File: config.mk
export PLATFORM = sky130hd
export DESIGN_NAME = fetch_prefetch_unit
export DESIGN_NICKNAME = d
export VERILOG_FILES = /design/src/rtl/fetch_prefetch_unit.sv
export SDC_FILE = /design/constraint.sdc
export NUM_CORES = 1
export LEC_CHECK = 0
export ABC_AREA = 1
export CAP_MARGIN = 20
export CORE_MARGIN = 8
export CORE_UTILIZATION = 40
export CTS_BUF_LIST = sky130_fd_sc_hd__clkbuf_4 sky130_fd_sc_hd__clkbuf_8
export DETAILED_ROUTE_END_ITERATION = 8
export DONT_BUFFER_PORTS = 1
export GPL_TIMING_DRIVEN = 0
export PLACE_DENSITY_LB_ADDON = 0.2
export SYNTH_ARGS = -nofsm -noshare
export SYNTH_HDL_FRONTEND = slang
export SYNTH_SLANG_ARGS = --single-unit
File: constraint.sdc
create_clock -name clk -period 7.2 [get_ports clk]
set_input_delay 0.72 -clock clk [delete_from_list [all_inputs] [get_ports clk]]
set_output_delay 0.72 -clock clk [all_outputs]
set_load 0.02 [all_outputs]
File: src/rtl/fetch_prefetch_unit.sv
// fetch_prefetch_unit
//
// RV32 instruction-fetch stage with a decoupled prefetch queue. It sits between
// the PC-target mux in execute and the decode stage.
//
// The unit issues fetch requests over a req/gnt/rvalid handshake with variable
// latency. Each returned word is paired with its PC and buffered in a DEPTH-entry
// FIFO. Decode drains that FIFO with valid/ready. When execute redirects the PC,
// the queue is flushed and every response still in flight is counted off and
// discarded.
//
// Ports
//   clk, rst                      clock (posedge); synchronous active-low reset
//   redirect_i, redirect_pc_i     execute-stage redirect and its target
//   imem_req_o, imem_addr_o       fetch request and fetch PC
//   imem_gnt_i                    memory accepts the request this cycle
//   imem_rvalid_i, imem_rdata_i   in-order response and instruction word
//   valid_o, ready_i              handshake toward decode (ready_i=0 stalls)
//   instr_o, pc_o, pc_plus4_o     head entry; all zero when valid_o is low

module fetch_prefetch_unit #(
    parameter int               XLEN     = 32,
    parameter int               DEPTH    = 4,
    parameter int               MAX_OUT  = 2,
    parameter logic [XLEN-1:0]  RESET_PC = '0
) (
    input  logic            clk,
    input  logic            rst,
    input  logic            redirect_i,
    input  logic [XLEN-1:0] redirect_pc_i,
    output logic            imem_req_o,
    output logic [XLEN-1:0] imem_addr_o,
    input  logic            imem_gnt_i,
    input  logic            imem_rvalid_i,
    input  logic [31:0]     imem_rdata_i,
    output logic            valid_o,
    input  logic            ready_i,
    output logic [31:0]     instr_o,
    output logic [XLEN-1:0] pc_o,
    output logic [XLEN-1:0] pc_plus4_o
);

    localparam int PW = $clog2(DEPTH);
    localparam int OW = PW + 1;
    localparam int TW = (MAX_OUT > 1) ? $clog2(MAX_OUT) : 1;
    localparam int CW = $clog2(MAX_OUT + 1) + 1;

    logic [XLEN-1:0] fetch_pc;

    logic [XLEN-1:0] pc_mem    [DEPTH];
    logic [31:0]     instr_mem [DEPTH];
    logic [PW-1:0]   rd_ptr;
    logic [PW-1:0]   wr_ptr;
    logic [OW-1:0]   count;

    logic [XLEN-1:0] tag_mem [MAX_OUT];
    logic [TW-1:0]   tag_rd;
    logic [TW-1:0]   tag_wr;

    // live_out: granted requests whose data will be kept.
    // drop_cnt: granted requests orphaned by a redirect; their data is thrown away.
    logic [CW-1:0]   live_out;
    logic [CW-1:0]   drop_cnt;

    logic out_credit;
    logic q_credit;
    logic rsp_legal;
    logic fire_req;
    logic accept_rsp;
    logic drop_rsp;
    logic pop;

    function automatic logic [TW-1:0] tag_next(input logic [TW-1:0] p);
        return (p == TW'(MAX_OUT - 1)) ? '0 : p + TW'(1);
    endfunction

    // The queue credit counts live requests as well as buffered entries. Because
    // of this, every response that is kept is guaranteed a free slot.
    always_comb begin
        out_credit  = (32'(live_out) + 32'(drop_cnt)) < 32'(MAX_OUT);
        q_credit    = (32'(count) + 32'(live_out)) < 32'(DEPTH);
        rsp_legal   = (live_out != '0) || (drop_cnt != '0);

        imem_req_o  = rst && !redirect_i && out_credit && q_credit;
        imem_addr_o = rst ? fetch_pc : '0;
        valid_o     = rst && !redirect_i && (count != '0);

        instr_o     = '0;
        pc_o        = '0;
        pc_plus4_o  = '0;
        if (valid_o) begin
            instr_o    = instr_mem[rd_ptr];
            pc_o       = pc_mem[rd_ptr];
            pc_plus4_o = pc_mem[rd_ptr] + XLEN'(4);
        end

        fire_req   = imem_req_o && imem_gnt_i;
        drop_rsp   = rst && !redirect_i && imem_rvalid_i && (drop_cnt != '0);
        accept_rsp = rst && !redirect_i && imem_rvalid_i && (drop_cnt == '0) && (live_out != '0);
        pop        = valid_o && ready_i;
    end

    // Storage arrays carry no reset. The occupancy count and the pointers decide
    // which entries are meaningful.
    always_ff @(posedge clk) begin
        if (fire_req) begin
            tag_mem[tag_wr] <= fetch_pc;
        end
        if (accept_rsp) begin
            pc_mem[wr_ptr]    <= tag_mem[tag_rd];
            instr_mem[wr_ptr] <= imem_rdata_i;
        end
    end

    // A redirect abandons everything buffered. Requests still in flight move
    // into drop_cnt. An rvalid arriving in the redirect cycle is already one of
    // those abandoned responses, so it is subtracted immediately.
    always_ff @(posedge clk) begin
        if (!rst) begin
            fetch_pc <= RESET_PC;
            rd_ptr   <= '0;
            wr_ptr   <= '0;
            count    <= '0;
            tag_rd   <= '0;
            tag_wr   <= '0;
            live_out <= '0;
            drop_cnt <= '0;
        end else if (redirect_i) begin
            fetch_pc <= redirect_pc_i;
            rd_ptr   <= '0;
            wr_ptr   <= '0;
            count    <= '0;
            tag_rd   <= '0;
            tag_wr   <= '0;
            live_out <= '0;
            drop_cnt <= drop_cnt + live_out - CW'(imem_rvalid_i && rsp_legal);
        end else begin
            if (fire_req) begin
                tag_wr   <= tag_next(tag_wr);
                fetch_pc <= fetch_pc + XLEN'(4);
            end
            if (drop_rsp) begin
                drop_cnt <= drop_cnt - CW'(1);
            end
            if (accept_rsp) begin
                tag_rd <= tag_next(tag_rd);
                wr_ptr <= wr_ptr + PW'(1);
            end
            if (pop) begin
                rd_ptr <= rd_ptr + PW'(1);
            end
            live_out <= live_out + CW'(fire_req) - CW'(accept_rsp);
            count    <= count + OW'(accept_rsp) - OW'(pop);
        end
    end

    // An rvalid with nothing outstanding means the memory side is broken. The
    // logic above ignores it.
    a_rvalid_legal: assert property (@(posedge clk) disable iff (!rst)
        imem_rvalid_i |-> rsp_legal);

    // Credit only grows while a request waits. An ungranted request therefore
    // persists unchanged unless a redirect retargets it.
    a_req_hold: assert property (@(posedge clk) disable iff (!rst)
        (imem_req_o && !imem_gnt_i) |=> (redirect_i || (imem_req_o && $stable(imem_addr_o))));

endmodule
==> results of run 1 <==
[logic make-up after synthesis]
kind of cell | synth area share
and+or+nand+nor | 0.2245
buffers and inverters | 0.05725
AOI/OAI and AO/OA | 0.05984
muxes | 0.02071
DFF | 0.6099
xor gates and xnor gates | 0.009565
adders and majority gates | 0.01827
[cell usage after synthesis (3+ instances only)]
master / n
a21oi_1: 69
a22oi_1: 3
a31oi_1: 5
buf_1: 16
buf_2: 25
buf_4: 4
buf_6: 7
clkbuf_1: 27
dfxtp_1: 50
edfxtp_1: 320
fa_1: 4
ha_1: 19
inv_1: 155
inv_2: 4
mux2_2: 32
nand2_1: 503
nand3_1: 97
nand4_1: 14
nor2_1: 330
nor2_2: 9
nor3_1: 19
o211ai_1: 4
o21ai_0: 106
o21ai_1: 4
o21bai_1: 4
or2_2: 3
xnor2_1: 5
xor2_1: 14
[critical path, stage by stage (launching register included)]
cell and delay (ns):
dfxtp_1 0.32, inv_1 0.10, buf_2 0.28, o211ai_1 0.13, nand2_1 0.34, ha_1 0.34
inv_1 0.09, nor2_1 0.19, nand2_1 0.12, nor2_2 0.26, a21oi_1 0.12, nor3_1 0.67
[flip-flops by register name, indices dropped and copies added (netlist names), named ones only]
name / count
instr_mem: 128
tag_rd: 1
count: 3
drop_cnt: 3
tag_mem: 64
tag_wr: 1
pc_mem: 128
fetch_pc: 32
live_out: 3
wr_ptr: 2
rd_ptr: 2
[final cells by class]
class | count | area, sq um | share of cell area
plain buffers | 79 | 395.4 | 0.02023
clock buffers | 79 | 968.4 | 0.04954
clock inverters | 33 | 231.5 | 0.01184
inverters | 160 | 600.6 | 0.03072
multi-input cells | 1252 | 5842 | 0.2989
flip-flops and latches | 370 | 10610 | 0.5428
well taps | 585 | 732.0 | 0.03744
repair buffers | 9 | 167.7 | 0.008577
[power groups by stage]
stage | clock (mW) | combinational, mW | sequential, mW
finish | 1.82 | 0.125 | 2.38
detailed placement | 0 | 0.124 | 2.42
global route | 1.95 | 0.142 | 2.38
CTS | 1.87 | 0.125 | 2.38
floorplan | 0 | 0.0941 | 2.41
global placement | 0 | 0.121 | 2.42
[through the flow]
stage	hold WS (ns)	setup slack [ns]	area [sq um]	util
6_report	0.1453	2.847	19550	0.4548
4_1_cts	0.08683	2.774	19550	0.4548
3_5_place_dp	0.4714	3.504	18350	0.4269
2_1_floorplan	0.4356	2.414	17400	-
5_1_grt	0.09962	2.675	19550	0.4548
3_3_place_gp	0.4560	-0.3748	18130	0.4218
[worst max path at each step]
stage               slack, ns       start                         to
floorplan                2.41  redirect_i  instr_mem[0][0]$_DFFE_PP_
global placement        -0.37  redirect_i    pc_mem[3][30]$_DFFE_PP_
detailed placement       3.50    register             pc_plus4_o[16]
CTS                      2.77    register             pc_plus4_o[16]
global route             2.68    register             pc_plus4_o[10]
finish                   2.85    register             pc_plus4_o[16]
[placed cells by master, fill, tap and decap left out, types with 2 or more instances in the layout]
cell,count
a21oi_1,69
a22oi_1,3
a31oi_1,5
buf_1,16
buf_12,8
buf_2,25
buf_4,5
buf_6,7
bufinv_16,2
clkbuf_1,27
clkbuf_4,19
clkbuf_8,60
clkinv_1,18
clkinv_2,10
dfxtp_1,50
edfxtp_1,320
fa_1,4
ha_1,19
inv_1,155
inv_12,2
inv_2,4
mux2_2,32
nand2_1,503
nand3_1,97
nand4_1,14
nor2_1,324
nor2_2,9
nor2_4,8
nor3_1,19
o211ai_1,4
o21ai_0,106
o21ai_1,4
o21bai_1,4
or2_2,3
xnor2_1,5
xor2_1,14
[routing by layer]
layer | GRT usage | vias up | share of wire | routed length, um
li1 | - | 6318 | - | -
met1 | 0.2545 | 6164 | 0.44 | 21780
met2 | 0.3097 | 410 | 0.46 | 22640
met3 | 0.04116 | 72 | 0.072 | 3527
met4 | 0.06985 | 0 | 0.028 | 1362
met5 | 0 | - | 0 | 0
==> key figures, run 1 <==
Outcome
  • Status: finished clean

Logic synthesis
  • Seq cells post-synth: 370
  • Syn Area/Cell: 9.349 sq um
  • Syn nets: 1,954
  • Yosys top cell by area: edfxtp_1
  • Ys Warns: 0
  • Synth cell types: 36
  • Post-synth EDFFs: 320
  • Yosys top cell area share: 0.5523
  • Post-Synthesis Cell Area: 0.01740 sq mm
  • Ys flop type: edfxtp_1
  • Sequential area share after synthesis: 0.6099
  • Ys async rst share: 0
  • Top cells by area, synth: edfxtp_1, nand2_1, nor2_1
  • Cells after Synth: 1,861

Cells and area
  • # diodes: 0
  • Share of cells above drive strength 1: 0.09990
  • Filler cells: 4,178
  • Nets: 2,025
  • Layout Cells excl Fill: 2,567
  • Area growth syn-to-layout: 12.36%

Power and ir drop
  • Sw power: 0.9808 mW
  • Clock power frac: 0.421
  • Power, Total: 4.324 mW
  • Combinational power share: 0.029
  • Sw Ratio: 0.2268
  • Peak VDD IR: 132.0 uV
  • Sequential share of power: 0.550
  • LEAKAGE: 7.516 nW
  • Pint: 3.343 mW
  • PD cells: 221.2 mW/mm^2

Clock tree
  • Clk Latency, worst-skew pair: 0.68 ns
  • CTS resizes: 0
  • H-tree depth: 2
  • Num CTS Buffers: 60
  • Longest Clk Path Bufs: 3
  • Clock root buffer: clkbuf_8
  • CTS tree: done
  • # clock sinks: 370
  • Clock Pin Slew Worst Setup and Hold Paths: 0.06 ns
  • Post-CTS setup buffer count: 0
  • Hold buffer count at CTS: 0

Global routing
  • Largest net degree at the start of global routing: 33
  • First-pass GRT wire length: 74.66 mm
  • Grt total ovfl: 0
  • GRT Total Usage: 0.1925
  • Vias in the first global route: 12,691
  • Initial antenna violation count: 0

Worst setup path
  • Reg2reg path depth: 12
  • Setup CP Type: reg2out
  • Setup slack, reg-to-reg: 3.83 ns
  • Crit Reg-Reg Startpoint: live_out[1]$_SDFF_PP0_
  • Required time of the critical path: 6.48 ns
  • CP Launch Type: register
  • Worst EP arrival: 3.63 ns
  • Reg2reg end: live_out[2]$_SDFF_PP0_
  • Worst-path maximum fanout: 10
  • Crit. End Element: output pin

Timing
  • Sum Neg Setup Slack: 0 ns
  • RSZ-0062 raised after global routing: false
  • FMAX: 229.7 MHz
  • Relative slew slack: 0.3619
  • Slew @ Worst Pin: 0.9548 ns
  • Setup Viol. Count Final: 0
  • Worst-case clock skew: 0.03883 ns
  • Min Tclk post-route: 4.353 ns
  • Hold Violations, Final: 0
  • Tcrit/Tclk final: 0.6046
  • Fin. max-slew vios: 0

Place
  • Port buffer count: 0
  • Placed insts: 2,455
  • GPL Wtd Cong: 0.9134
  • DP HPWL: 34.88 mm

Die
  • Core ar.: 0.04298 sq mm
  • Starting density of the core: 0.4048
  • IO Pins: 200
  • Standard-cell rows: 76
  • Die Height: 224.6 um
  • Die W: 224.6 um
  • Die Area: 0.05042 sq mm

Drt
  • Drt total wl: 49.31 mm
  • Vias: 12,964
  • Drt pass-1 iters: 5
  • Initial detailed-routing violation count: 1,047
  • Routed Antenna Nets: 0
  • Vias per cell: 5.050
  • DRC viols: 0
  • Wire length per cell: 19.21 um

Worst hold path
  • Endpoint, Worst Hold: instr_mem[2][4]$_DFFE_PP_
  • Worst Hold Class: in2reg
  • Hold path depth: 0
  • HP Start: imem_rdata_i[4]

Run
  • Max cap viols: 0
Note: power is estimated with default switching activity, not from simulation.
==> inputs of run 2 (changes only) <==
==> constraint.sdc (replaced) <==
create_clock -name clk -period 3.83 [get_ports clk]
set_input_delay 0.383 -clock clk [delete_from_list [all_inputs] [get_ports clk]]
set_output_delay 0.383 -clock clk [all_outputs]
set_load 0.02 [all_outputs]
==> run 2 against run 1 <==
  * Critical path depth is the same
  * Worst hold slack got worse by 0.043 ns
  * Largest power group unchanged
  * Clock skew up 0.0043 ns
==> key figures, run 2 (synthesis gave the netlist of run 1 again) <==
Clock tree
  • Clock root buffer: clkbuf_8 (unchanged)
  • Clk Latency, worst-skew pair: 0.68 ns (about the same)
  • H-tree depth: 2 (unchanged)
  • Longest Clk Path Bufs: 3 (unchanged)
  • # clock sinks: 370 (unchanged)
  • Num CTS Buffers: 60 (unchanged)
  • Clock Pin Slew Worst Setup and Hold Paths: 0.06 ns (about the same)
  • CTS tree: done (unchanged)

Cells and area
  • Share of cells above drive strength 1: 0.1031 (was 0.09990)
  • Area growth syn-to-layout: 16.31% (was 12.36%)
  • Fin util: 0.4708 (was 0.4548)
  • Highest-count cells in the layout ignoring fill and taps: nand2_1, edfxtp_1, nor2_1 (was nand2_1, nor2_1, edfxtp_1)
  • Layout Cells excl Fill: 2,631 (was 2,567)
  • Commonest non-fill, non-tap cell in the layout: nand2_1 (unchanged)
  • Nets: 2,089 (was 2,025)
  • # diodes: 0 (unchanged)
  • Largest registers: instr_mem x128, pc_mem x128, tag_mem x64 (unchanged)

Power and ir drop
  • LEAKAGE: 7.786 nW (was 7.516 nW)
  • Peak VDD IR: 248.6 uV (was 132.0 uV)
  • PD cells: 405.1 mW/mm^2 (was 221.2 mW/mm^2)
  • Power, Total: 8.197 mW (was 4.324 mW)

Place
  • GPL Wtd Cong: 0.9134 (unchanged)
  • Port buffer count: 0 (unchanged)
  • DP HPWL: 34.88 mm (unchanged)
  • Placed insts: 2,455 (unchanged)

Die
  • Core ar.: 0.04298 sq mm (unchanged)
  • Die Height: 224.6 um (unchanged)
  • Starting density of the core: 0.4048 (unchanged)
  • Die W: 224.6 um (unchanged)
  • Standard-cell rows: 76 (unchanged)
  • Die Area: 0.05042 sq mm (unchanged)
  • IO Pins: 200 (unchanged)

Worst setup path
  • Required time of the critical path: 3.45 ns (was 6.48 ns)
  • Worst-path maximum fanout: 10 (unchanged)
  • Crit path to: pc_plus4_o[16] (unchanged)
  • Reg2reg end: live_out[2]$_SDFF_PP0_ (unchanged)
  • Crit. End Element: output pin (unchanged)
  • Reg2reg path depth: 12 (unchanged)
  • Setup slack, reg-to-reg: 0.46 ns (was 3.83 ns)
  • Setup CP Type: reg2out (unchanged)
  • Worst EP arrival: 3.23 ns (was 3.63 ns)
  • CP Launch Type: register (unchanged)
  • Crit Reg-Reg Startpoint: live_out[1]$_SDFF_PP0_ (unchanged)

Drt
  • Vias: 13,217 (was 12,964)
  • DRC viols: 0 (unchanged)
  • Drt total wl: 49.51 mm (was 49.31 mm)
  • Drt pass-1 iters: 6 (was 5)
  • Wire length per cell: 18.82 um (was 19.21 um)
  • Initial detailed-routing violation count: 1,040 (was 1,047)
  • Routed Antenna Nets: 0 (unchanged)
  • Vias per cell: 5.024 (was 5.050)

Timing
  • FMAX: 276.6 MHz
  • Final hold slack: 0.1023 ns (was 0.1453 ns)
  • Sum Neg Setup Slack: 0 ns (unchanged)
  • Hold Violations, Final: 0 (unchanged)
  • Min Tclk post-route: 3.615 ns
  • RSZ-0062 raised after global routing: false (unchanged)
  • Relative slew slack: 0.3688 (was 0.3619)
  • Slew @ Worst Pin: 0.9446 ns (was 0.9548 ns)
  • Tcrit/Tclk final: 0.9440
  • Fin. max-slew vios: 0 (unchanged)
  • Setup Viol. Count Final: 0 (unchanged)
  • Worst-case clock skew: 0.04312 ns (was 0.03883 ns)

Global routing
  • Grt total ovfl: 0 (unchanged)
  • Initial antenna violation count: 0 (unchanged)
  • First-pass GRT wire length: 75.55 mm (was 74.66 mm)
  • Largest net degree at the start of global routing: 33 (unchanged)
  • GRT Total Usage: 0.1937 (was 0.1925)
  • Vias in the first global route: 12,992 (was 12,691)

Worst hold path
  • Worst Hold Class: in2reg (unchanged)
  • Hold path depth: 4 (was 0)

Outcome
  • Status: finished clean (unchanged)

Run
  • Max cap viols: 0 (unchanged)
## run 2: worst min path at each step
stage | from | end | slack [ns]
6_report | ready_i | register | 0.10
5_1_grt | rst | wr_ptr[1]$_SDFFE_PP0P_ | 0.1
4_1_cts | rst | count[2]$_SDFF_PP0_ | 0.05
3_5_place_dp | tag_rd$_SDFFE_PP0P_ | register | 0.47
3_3_place_gp | tag_rd$_SDFFE_PP0P_ | tag_rd$_SDFFE_PP0P_ | 0.46
2_1_floorplan | rd_ptr[1]$_SDFFE_PP0P_ | register | 0.44
## run 2: repair_timing
| action | in CTS | in global routing |
|---|---|---|
| gates resized for setup | 3 | 12 |
| setup endpoints to repair | 7 | 9 |
| endpoints found under the hold margin | 160 | 0 |
| buffers inserted | 0 | 0 |
| cloned | 0 | 0 |
| hold buffers | 64 | 0 |
## run 2: where the power goes
| part | leakage (nW) | switching, mW | internal, mW |
|---|---|---|---|
| clock network | 0.638 | 1.62 | 1.81 |
| registers | 3.29 | 0.0604 | 4.41 |
| logic | 3.86 | 0.190 | 0.115 |
| total | 7.79 | 1.87 | 6.33 |
## run 2: routing by layer
metal  track usage  vias up  part of all wire
li1              -     6443                 -
met2        0.3142      462              0.46
met1        0.2573     6239              0.44
met3       0.03778       73             0.069
met4       0.06816        0             0.028
met5             0        -                 0
## run 2: stage by stage
step / worst slack, ns / instance area (sq um)
after floorplan: -0.6325 / 17400
after global placement: -3.408 / 18130
after detailed placement: 0.4710 / 18350
after CTS: 0.01498 / 20200
after global routing: 0.003965 / 20240
final: 0.2146 / 20240
## run 2: area by class of cell
cell class                 instances  area (sq um)
fill                            4107         22750
sequential                       370         10610
multi-input combinational       1252          5888
clock buffer                      79         968.4
timing repair buffer              73         808.3
tap                              585         732.0
inverter                         160         600.6
buffer                            79         396.6
clock inverter                    33         231.5
## run 2: worst max-delay path, stage by stage (launching register included)
cell      delay [ns]
dfxtp_1         0.32
inv_1           0.10
buf_2           0.29
o211ai_1        0.15
nand2_2         0.23
ha_1            0.30
inv_1           0.09
nor2_1          0.22
nand2_1         0.16
nor2_4          0.19
a21oi_1         0.10
nor3_2          0.40
